<file path="config.mk">
export PLATFORM = sky130hd
export DESIGN_NAME = instruction_decode
export DESIGN_NICKNAME = d
export VERILOG_FILES = /design/src/rtl/riscv_pkg.sv /design/src/rtl/imm_gen.sv /design/src/rtl/instruction_decode.sv
export SDC_FILE = /design/constraint.sdc
export NUM_CORES = 1
export LEC_CHECK = 0
export ABC_CLOCK_PERIOD_IN_PS = 2500
export BUFFER_PORTS_ARGS = -buffer_cell sky130_fd_sc_hd__buf_2
export CAP_MARGIN = 10
export CORE_MARGIN = 2
export CORE_UTILIZATION = 32
export CTS_BUF_LIST = sky130_fd_sc_hd__clkbuf_4 sky130_fd_sc_hd__clkbuf_8
export CTS_CLUSTER_DIAMETER = 150
export DETAILED_ROUTE_END_ITERATION = 6
export GPL_TIMING_DRIVEN = 0
export PLACE_DENSITY_LB_ADDON = 0.12
export SLEW_MARGIN = 20
export SYNTH_ARGS = -nofsm -noshare
export SYNTH_HDL_FRONTEND = slang
export SYNTH_SLANG_ARGS = --single-unit
</file>
<file path="constraint.sdc">
create_clock -name clk -period 2.5 [get_ports clk]
set_clock_uncertainty 0.1 [all_clocks]
set_input_delay 0.375 -clock clk [delete_from_list [all_inputs] [get_ports clk]]
set_output_delay 0.375 -clock clk [all_outputs]
set_load 0.01 [all_outputs]
</file>
<file path="src/rtl/riscv_pkg.sv">
`default_nettype none
// ============================================================================
//  Module  : riscv_pkg
//  Purpose : Shared RV32I decode definitions: datapath width, base opcodes,
//            and the ALU operation encoding consumed by the execute stage.
//  Ports   : none (package)
//  Rev     : 1.0  initial release
// ============================================================================
package riscv_pkg;

  localparam int XLEN = 32;

  localparam logic [6:0] OPC_R      = 7'b0110011;
  localparam logic [6:0] OPC_I_ALU  = 7'b0010011;
  localparam logic [6:0] OPC_LOAD   = 7'b0000011;
  localparam logic [6:0] OPC_STORE  = 7'b0100011;
  localparam logic [6:0] OPC_BRANCH = 7'b1100011;
  localparam logic [6:0] OPC_JAL    = 7'b1101111;
  localparam logic [6:0] OPC_JALR   = 7'b1100111;
  localparam logic [6:0] OPC_LUI    = 7'b0110111;
  localparam logic [6:0] OPC_AUIPC  = 7'b0010111;

  localparam logic [6:0] FUNCT7_BASE = 7'b0000000;
  localparam logic [6:0] FUNCT7_ALT  = 7'b0100000;
  localparam logic [6:0] FUNCT7_MUL  = 7'b0000001;

  typedef enum logic [4:0] {
    ALU_ADD    = 5'd0,
    ALU_SUB    = 5'd1,
    ALU_SLL    = 5'd2,
    ALU_SLT    = 5'd3,
    ALU_SLTU   = 5'd4,
    ALU_XOR    = 5'd5,
    ALU_SRL    = 5'd6,
    ALU_SRA    = 5'd7,
    ALU_OR     = 5'd8,
    ALU_AND    = 5'd9,
    ALU_PASSB  = 5'd10,
    ALU_MUL    = 5'd11,
    ALU_MULH   = 5'd12,
    ALU_MULHSU = 5'd13,
    ALU_MULHU  = 5'd14,
    ALU_DIV    = 5'd15,
    ALU_DIVU   = 5'd16,
    ALU_REM    = 5'd17,
    ALU_REMU   = 5'd18
  } alu_op_t;

endpackage
`default_nettype wire

</file>
<file path="src/rtl/imm_gen.sv">
`default_nettype none
// ============================================================================
//  Module  : imm_gen
//  Purpose : Combinational RV32I immediate extraction. The format (I/S/B/U/J)
//            is chosen from the opcode; bit 31 always supplies the sign.
//            Opcodes without an immediate (R-type, unknown) yield zero.
//  Ports   : instruction - raw 32-bit instruction word
//            imm         - sign-extended 32-bit immediate
//  Rev     : 1.0  initial release
// ============================================================================
module imm_gen
  import riscv_pkg::*;
(
  input  logic [XLEN-1:0] instruction,
  output logic [XLEN-1:0] imm
);

  logic [6:0] opcode;
  logic       sign;

  assign opcode = instruction[6:0];
  assign sign   = instruction[31];

  always_comb begin
    imm = '0;
    case (opcode)
      OPC_I_ALU, OPC_LOAD, OPC_JALR:
        imm = {{20{sign}}, instruction[31:20]};
      OPC_STORE:
        imm = {{20{sign}}, instruction[31:25], instruction[11:7]};
      OPC_BRANCH:
        imm = {{19{sign}}, sign, instruction[7], instruction[30:25],
               instruction[11:8], 1'b0};
      OPC_LUI, OPC_AUIPC:
        imm = {instruction[31:12], 12'b0};
      OPC_JAL:
        imm = {{11{sign}}, sign, instruction[19:12], instruction[20],
               instruction[30:21], 1'b0};
      default:
        imm = '0;
    endcase
  end

endmodule
`default_nettype wire

</file>
<file path="src/rtl/instruction_decode.sv">
`default_nettype none
// ============================================================================
//  Module  : instruction_decode
//  Purpose : RV32I decode stage. A one-entry IF/ID register captures the
//            fetched PC and instruction under a valid/ready handshake; the
//            held word is decoded combinationally into register indices, an
//            immediate and control flags for execute. Flush drops both the
//            held word and any word offered in the same cycle.
//  Config  : DECODE_RV32M_EN - when defined, funct7=0000001 on the R opcode
//            decodes to the M-extension ops; otherwise those are illegal.
//  Ports   : clk, rst (async, active-low)
//            if_valid/if_pc/if_instruction/id_ready - fetch-side handshake
//            flush     - discard held and incoming instruction
//            ex_ready/id_valid - execute-side handshake
//            id_pc, rs1, rs2, rd, imm, funct3 - decoded fields
//            alu_op, alu_src_imm, reg_write, mem_read, mem_write,
//            branch, jump, illegal - control outputs
//  Rev     : 1.0  initial release
// ============================================================================
module instruction_decode
  import riscv_pkg::*;
(
  input  logic            clk,
  input  logic            rst,
  input  logic            if_valid,
  input  logic [XLEN-1:0] if_pc,
  input  logic [XLEN-1:0] if_instruction,
  output logic            id_ready,
  input  logic            flush,
  input  logic            ex_ready,
  output logic            id_valid,
  output logic [XLEN-1:0] id_pc,
  output logic [4:0]      rs1,
  output logic [4:0]      rs2,
  output logic [4:0]      rd,
  output logic [XLEN-1:0] imm,
  output logic [4:0]      alu_op,
  output logic            alu_src_imm,
  output logic            reg_write,
  output logic            mem_read,
  output logic            mem_write,
  output logic            branch,
  output logic            jump,
  output logic [2:0]      funct3,
  output logic            illegal
);

  typedef enum logic [0:0] {
    ST_EMPTY = 1'b0,
    ST_FULL  = 1'b1
  } state_t;

  state_t          state_q;
  state_t          state_d;
  logic [XLEN-1:0] pc_q;
  logic [XLEN-1:0] instr_q;
  logic            load;

  // --------------------------------------------------------------------------
  // Pipeline register control
  // --------------------------------------------------------------------------
  assign id_valid = (state_q == ST_FULL);
  assign id_ready = !id_valid || ex_ready;
  assign load     = if_valid && id_ready && !flush;

  always_ff @(posedge clk or negedge rst) begin
    if (!rst) begin
      state_q <= ST_EMPTY;
    end else begin
      state_q <= state_d;
    end
  end

  always_comb begin
    state_d = state_q;
    if (flush) begin
      state_d = ST_EMPTY;
    end else if (load) begin
      state_d = ST_FULL;
    end else if ((state_q == ST_FULL) && ex_ready) begin
      state_d = ST_EMPTY;
    end
  end

  // Data only moves on a load, so a stalled or flushed entry keeps its bits.
  always_ff @(posedge clk or negedge rst) begin
    if (!rst) begin
      pc_q    <= '0;
      instr_q <= '0;
    end else if (load) begin
      pc_q    <= if_pc;
      instr_q <= if_instruction;
    end
  end

  // --------------------------------------------------------------------------
  // Field extraction
  // --------------------------------------------------------------------------
  logic [6:0] opcode;
  logic [6:0] funct7;

  assign opcode = instr_q[6:0];
  assign funct7 = instr_q[31:25];
  assign rd     = instr_q[11:7];
  assign funct3 = instr_q[14:12];
  assign rs1    = instr_q[19:15];
  assign rs2    = instr_q[24:20];
  assign id_pc  = pc_q;

  imm_gen u_imm_gen (
    .instruction (instr_q),
    .imm         (imm)
  );

  // --------------------------------------------------------------------------
  // Control decode
  // --------------------------------------------------------------------------
  alu_op_t alu_d;
  logic    src_imm_d;
  logic    rw_d;
  logic    mr_d;
  logic    mw_d;
  logic    br_d;
  logic    jp_d;
  logic    ill_d;

  // Maps funct3 to the shared R/I-ALU operation for the base funct7.
  function automatic alu_op_t base_alu(input logic [2:0] f3);
    case (f3)
      3'b000:  base_alu = ALU_ADD;
      3'b001:  base_alu = ALU_SLL;
      3'b010:  base_alu = ALU_SLT;
      3'b011:  base_alu = ALU_SLTU;
      3'b100:  base_alu = ALU_XOR;
      3'b101:  base_alu = ALU_SRL;
      3'b110:  base_alu = ALU_OR;
      default: base_alu = ALU_AND;
    endcase
  endfunction

  always_comb begin
    alu_d     = ALU_ADD;
    src_imm_d = 1'b0;
    rw_d      = 1'b0;
    mr_d      = 1'b0;
    mw_d      = 1'b0;
    br_d      = 1'b0;
    jp_d      = 1'b0;
    ill_d     = 1'b0;

    case (opcode)
      OPC_R: begin
        rw_d = 1'b1;
        if (funct7 == FUNCT7_BASE) begin
          alu_d = base_alu(funct3);
        end else if (funct7 == FUNCT7_ALT && funct3 == 3'b000) begin
          alu_d = ALU_SUB;
        end else if (funct7 == FUNCT7_ALT && funct3 == 3'b101) begin
          alu_d = ALU_SRA;
        end else if (funct7 == FUNCT7_MUL) begin
`ifdef DECODE_RV32M_EN
          // MUL..REMU are contiguous from 11 in funct3 order.
          alu_d = alu_op_t'(5'd11 + 5'(funct3));
`else
          ill_d = 1'b1;
`endif
        end else begin
          ill_d = 1'b1;
        end
      end
      OPC_I_ALU: begin
        rw_d      = 1'b1;
        src_imm_d = 1'b1;
        alu_d     = base_alu(funct3);
        // Shift-immediates reuse the funct7 slot: only SRAI may set bit 30.
        if (funct3 == 3'b001 && funct7 != FUNCT7_BASE) begin
          ill_d = 1'b1;
        end else if (funct3 == 3'b101) begin
          if (funct7 == FUNCT7_ALT) begin
            alu_d = ALU_SRA;
          end else if (funct7 != FUNCT7_BASE) begin
            ill_d = 1'b1;
          end
        end
      end
      OPC_LOAD: begin
        rw_d      = 1'b1;
        mr_d      = 1'b1;
        src_imm_d = 1'b1;
      end
      OPC_STORE: begin
        mw_d      = 1'b1;
        src_imm_d = 1'b1;
      end
      OPC_BRANCH: begin
        br_d = 1'b1;
        // BEQ/BNE compare by subtraction; BLT/BGE and BLTU/BGEU by set-less-than.
        case (funct3[2:1])
          2'b10:   alu_d = ALU_SLT;
          2'b11:   alu_d = ALU_SLTU;
          default: alu_d = ALU_SUB;
        endcase
      end
      OPC_JAL: begin
        rw_d      = 1'b1;
        jp_d      = 1'b1;
        src_imm_d = 1'b1;
      end
      OPC_JALR: begin
        rw_d      = 1'b1;
        jp_d      = 1'b1;
        src_imm_d = 1'b1;
        ill_d     = (funct3 != 3'b000);
      end
      OPC_LUI: begin
        rw_d      = 1'b1;
        src_imm_d = 1'b1;
        alu_d     = ALU_PASSB;
      end
      OPC_AUIPC: begin
        rw_d      = 1'b1;
        src_imm_d = 1'b1;
      end
      default: begin
        ill_d = 1'b1;
      end
    endcase

    // An illegal word must not cause any architectural side effect; the ALU
    // fields are also returned to their neutral values.
    if (ill_d) begin
      alu_d     = ALU_ADD;
      src_imm_d = 1'b0;
      rw_d      = 1'b0;
      mr_d      = 1'b0;
      mw_d      = 1'b0;
      br_d      = 1'b0;
      jp_d      = 1'b0;
    end
  end

  // Control flags are qualified by id_valid so an empty stage never requests
  // a write, and reads all-zero out of reset.
  assign alu_op      = alu_d;
  assign alu_src_imm = id_valid && src_imm_d;
  assign reg_write   = id_valid && rw_d;
  assign mem_read    = id_valid && mr_d;
  assign mem_write   = id_valid && mw_d;
  assign branch      = id_valid && br_d;
  assign jump        = id_valid && jp_d;
  assign illegal     = id_valid && ill_d;

endmodule
`default_nettype wire
</file>
[After elaboration in Yosys (flattened, before gate mapping)]
Cells that the tools add are included.
Operators by class
  reduce and logical (&&, ||, !) cells: 27
  equality and inequality tests: 18
  multiplexer cells: 34
Operators by type and width (number)
  $pmux W32 S5: 1
  $eq A7 B6 Y1 const B: 4
  $pmux W4 S7: 1
  $mux W1: 22
  $eq A7 B7 Y1 const B: 3
  $mux W5: 4
  $pmux W5 S4: 1
  $eq A7 B5 Y1 const B: 2
  $reduce_or A7 Y1: 2
  $logic_and A1 B1 Y1: 13
  $eq A3 B3 Y1 const B: 3
  $eq A7 B2 Y1 const B: 1
  $logic_not A7 Y1: 1
  $reduce_bool A7 Y1: 1
  $eq A3 B2 Y1 const B: 2
  $mux W3: 2
  $pmux W3 S2: 1
  $reduce_bool A3 Y1: 2
  $reduce_or A6 Y1: 1
  $eq A2 B2 Y1 const B: 2
  $mux W4: 1
  $pmux W1 S4: 1
  $reduce_or A2 Y1: 2
  $eq A3 B1 Y1 const B: 1
  4 further kinds: 5
Storage, ports and cells
  word-level logic and storage cells: 82
  input bits: 69
  output and inout bits: 96
  register bits: 65

[Logic depth before layout (Yosys ltp)]
  depth in word-level cells: 8
  depth in mapped cells: 6
  depth with buffers taken out: 4

[Cells and area by module]
From an unflattened synthesis, not the netlist that was laid out.
Unflattened totals
  cell total of the unflattened synthesis: 321
  area total of the unflattened synthesis: 3678.5 µm²
By module, submodules not included
  instruction_decode: area each 3131.8 µm², cells each 242, times used 1, seq. area each 1626.6 µm²
  imm_gen: area each 546.8 µm², cells each 79, times used 1, seq. area each 0.0 µm²

[Least setup slack after synthesis]
Ideal clock, no wire load.
  kind: register to output
  start: reg instr_q[31]
  end: out branch
  cell stages (with the launch flop): 5
  required time: 2.025 ns
  path slack: 0.351 ns
  arrival: 1.674 ns
  cell sequence: dfrtp_1 -> nor4_4 -> nand3_1 -> a311o_4 -> nor4_1
Between the ends
  cells in the longest elaborated chain, start to end: 8
  elaborated cells between the ends (all ways): 16
Ends and longest elaborated chain
  from (decl): line instruction_decode.sv:56  | logic [XLEN-1:0] instr_q;
  from (signal assigned): line instruction_decode.sv:92  | instr_q <= if_instruction;
  $reduce_bool A7 Y1 / $eq A7 B6 Y1 (equally long branches)
  $mux W1 / $logic_and A1 B1 Y1 (equally long branches): line instruction_decode.sv:181, instruction_decode.sv:158
  $mux W1, on equally long branches: line instruction_decode.sv:179, instruction_decode.sv:158
  $mux W1, on equally long branches: line instruction_decode.sv:178, instruction_decode.sv:156
  $mux W1, on equally long branches: line instruction_decode.sv:176, instruction_decode.sv:154
  $pmux W1 S4 *: line instruction_decode.sv:151  | case (opcode)
  $mux W1 *: line instruction_decode.sv:231  | if (ill_d) begin
  $logic_and A1 B1 Y1 *: line instruction_decode.sv:249  | assign branch = id_valid && br_d;
  to (decl): line instruction_decode.sv:42  | output logic branch,
Every way passes the cells marked *; elsewhere a longest branch is shown, timed or not.

[Worst setup path in the final report]
  start: reg instr_q[5]
  end: out imm[24]
Between the ends
  cells in the longest elaborated chain, start to end: 3
  elaborated cells between the ends (all ways): 11
Ends and longest elaborated chain
  $eq A7 B5 Y1 (tied with other cells): line imm_gen.sv:26  | case (opcode)
  $reduce_or A3 Y1 / $reduce_or A2 Y1 (equally long branches): line imm_gen.sv:26
  $pmux W32 S5 *: line imm_gen.sv:26
  to (decl): line instruction_decode.sv:36  | output logic [XLEN-1:0] imm,
Marked as above.

==> metrics <==
post-layout instance area=5410 sq um; Final setup viols=32; placed inst area=4604 sq um; ys async rst share=100.0%; Synth Area in Adders=0%; total gr overflow=0; Total GRT Usage=18.93%; mux share of post-synthesis cell area=19.48%; violated checks=negative setup slack; part of the cycle the worst path needs=105.5%; via/cell ratio=4.846; CP Class=reg -> out; Commonest cells post-synth=65 x dfrtp_1, 62 x mux2_2, 23 x buf_4; arrival time of the worst setup path=2.16 ns; Synth Area in Simple Gates=a little over an eighth; FF-to-FF Start=id_valid$_DFFE_PN0P_; delay-heaviest family, CP=compound AO/OA/AOI/OAI gates; cts bufs inserted=9; clock sink count=65; vias=3,179; Yosys reg bits=65; Hold EP=id_valid$_DFFE_PN0P_; Post-Synthesis Cell Area=3583 sq um; Seq/Total Area, Yosys=45.39%; Yosys cell types=between 50 and 60; syn nets=374; XOR/XNOR Fraction of Synth Area=0.4888%; CP Max Fanout=5; Routed WL=10,800 um; PwrDens=roughly 630 nW/um^2; outcome=finished with violations; worst vdd ir=0.3498 mV; EDFF count, synth=0; vias in the first global route=3,416; IO Port Bufs=163; Final nets=582; CTS Root Cell=clkbuf_8; final hold violations=0; Core ar.=10,890 sq um; area leader, netlist=dfrtp_1; FMAX=about 0.38 GHz; worst-skew pair later-pin latency=0.33 ns; Max stage delay cell, worst path=dfrtp_1; Synth top area share=45.39%; diode count=0; worst reg2reg path depth=5; layout cells sized above 1=68.60%; wire per inst=16.47 um; relative slew slack=a little over 60%; setup TNS=-2.451 ns; die area=between 10,000 and 15,000 sq um; CP bufs+invs=3; die span in y=roughly 110 um; worst setup margin=-0.1386 ns; DP Wirelength=7850 um; Pwr Total=3420 uW; ANT nets after route=0; drt drc=0; largest net degree at the start of global routing=between 40 and 50; largest cells by area after synthesis=dfrtp_1 45%, mux2_2 19%, buf_4 4.8%; CP endpoint kind=output pin; first-pass GRT wire length=about 17,000 um; CTS Buffer Depth=2; DP Cell Count=slightly above 600; TritonRoute pass-1 iters=4; largest family of logic cells by synthesized area=multiplexers; Synth Warn #=0; Synth Area in Compound Gates=12.88%; RSZ-0062 raised after global routing=true; initial antenna violation count=0; Layout area overhead=50.98%; cell with the most instances after synthesis=dfrtp_1; filler instances=1,000; syn avg cell area=approximately 12 sq um; initial core utilization=32.91%; Cells after Synth=just over 300; CP required=around 2.0 ns; Final min period=2.639 ns; Final Max Slew Viols=0; r2r setup slk=roughly 0.28 ns; max-cap violations=0; Min Hold Slack=0.09943 ns; worst slew pin tran=0.5729 ns; FP Rows=38; crit path cell chain=buf_6 > or2_4 > a211o_1 > a211oi_4 > buf_6 > a21o_1 > buf_2; clk slew on worst S/H paths=around 0.07 ns; Post-synth top flop=dfrtp_1; CTS tree=built; CP max stage delay=0.39 ns; RR Endpoint=id_pc[31]$_DFFE_PN0P_; Starting DRT DRC Count=110; H-tree levels=3; Top cell by count, worst path=buf_6; Ports=165; Hold Startpoint=flush; Hold Path Depth=2; Layout Cells excl Fill=656; Setup crit start kind=flip-flop; chip width=~110 um; GP Congestion=0.8527; leakage=0.002684 uW; hold crit path type=in -> reg
## routing by layer
| metal | GRT usage, % | share of wire, % |
|---|---|---|
| met1 | 23.61 | 42 |
| met2 | 30.50 | 49 |
| met3 | 6.402 | 8.1 |
| met4 | 6.600 | 1.1 |
| met5 | 0 | 0 |
## area by class of cell
type | count | area (sq um) | share of cell area (%)
Inverter | 5 | 18.77 | 0.3469
Tap cell | 140 | 175.2 | 3.238
Clock buffer | 11 | 145.1 | 2.683
Sequential cell | 65 | 1629 | 30.11
Buffer | 38 | 315.3 | 5.828
Multi-Input combinational cell | 196 | 1874 | 34.64
Clock inverter | 3 | 42.54 | 0.7863
Timing Repair Buffer | 198 | 1210 | 22.36
## how the worst max path moves through the flow
stage,startpoint,endpoint,slack (ns),cells past startpoint
2_1_floorplan,instr_q[31]$_DFFE_PN0P_,branch,0.35,4
3_3_place_gp,instr_q[2]$_DFFE_PN0P_,imm[17],-0.02,7
3_5_place_dp,instr_q[2]$_DFFE_PN0P_,imm[17],-0.01,7
4_1_cts,instr_q[28]$_DFFE_PN0P_,jump,-0.18,5
5_1_grt,instr_q[4]$_DFFE_PN0P_,alu_op[1],-0.25,6
6_report,instr_q[5]$_DFFE_PN0P_,imm[24],-0.14,7
## kinds of logic (layout without fill, tap and decap cells)
logic type,Yosys count,in the layout
AOI/OAI and AO/OA,60,60
xor gates and xnor gates,2,2
buffers and inverters,44,255
DFF,65,65
muxes,62,62
other,1,1
and+or+nand+nor,71,71
## registers in the layout, indices dropped and copies added (netlist names)
name	cells
id_pc	32
instr_q	32
id_valid	1
## power by group
group	internal (uW)	switching, uW	total [uW]
combinational	621	536	1160
sequential	1230	149	1380
clock	487	396	883
total	2340	1080	3420
## placed cells by master, fill, tap and decap left out, types with 5 or more instances in the layout
cell type	synthesis	final
a21o_1	19	19
a22o_1	5	5
buf_2	8	155
buf_4	23	51
buf_6	4	23
clkbuf_8	0	10
dfrtp_1	65	63
inv_1	5	5
mux2_2	62	62
nand2_1	7	6
nor2_1	9	6
nor3_1	10	6
## what timing repair did
| item | CTS | global route |
|---|---|---|
| gates resized for setup | 47 | 38 |
| buffers inserted | 20 | 13 |
| hold endpoints to repair | 18 | 0 |
| setup endpoints to repair | 40 | 42 |
| pin swaps | 18 | 18 |
| hold buffers | 1 | 0 |
| cloned | 1 | 0 |
## per-stage QoR
| step | util (%) | worst slack, ns |
|---|---|---|
| 6_report | 49.69 | -0.1386 |
| 4_1_cts | 47.49 | -0.1834 |
| 3_3_place_gp | 42.01 | -0.01702 |
| 2_1_floorplan | - | 0.3509 |
| 3_5_place_dp | 42.29 | -0.01307 |
| 5_1_grt | 49.69 | -0.2499 |
Power figures use the tool's default switching activity.
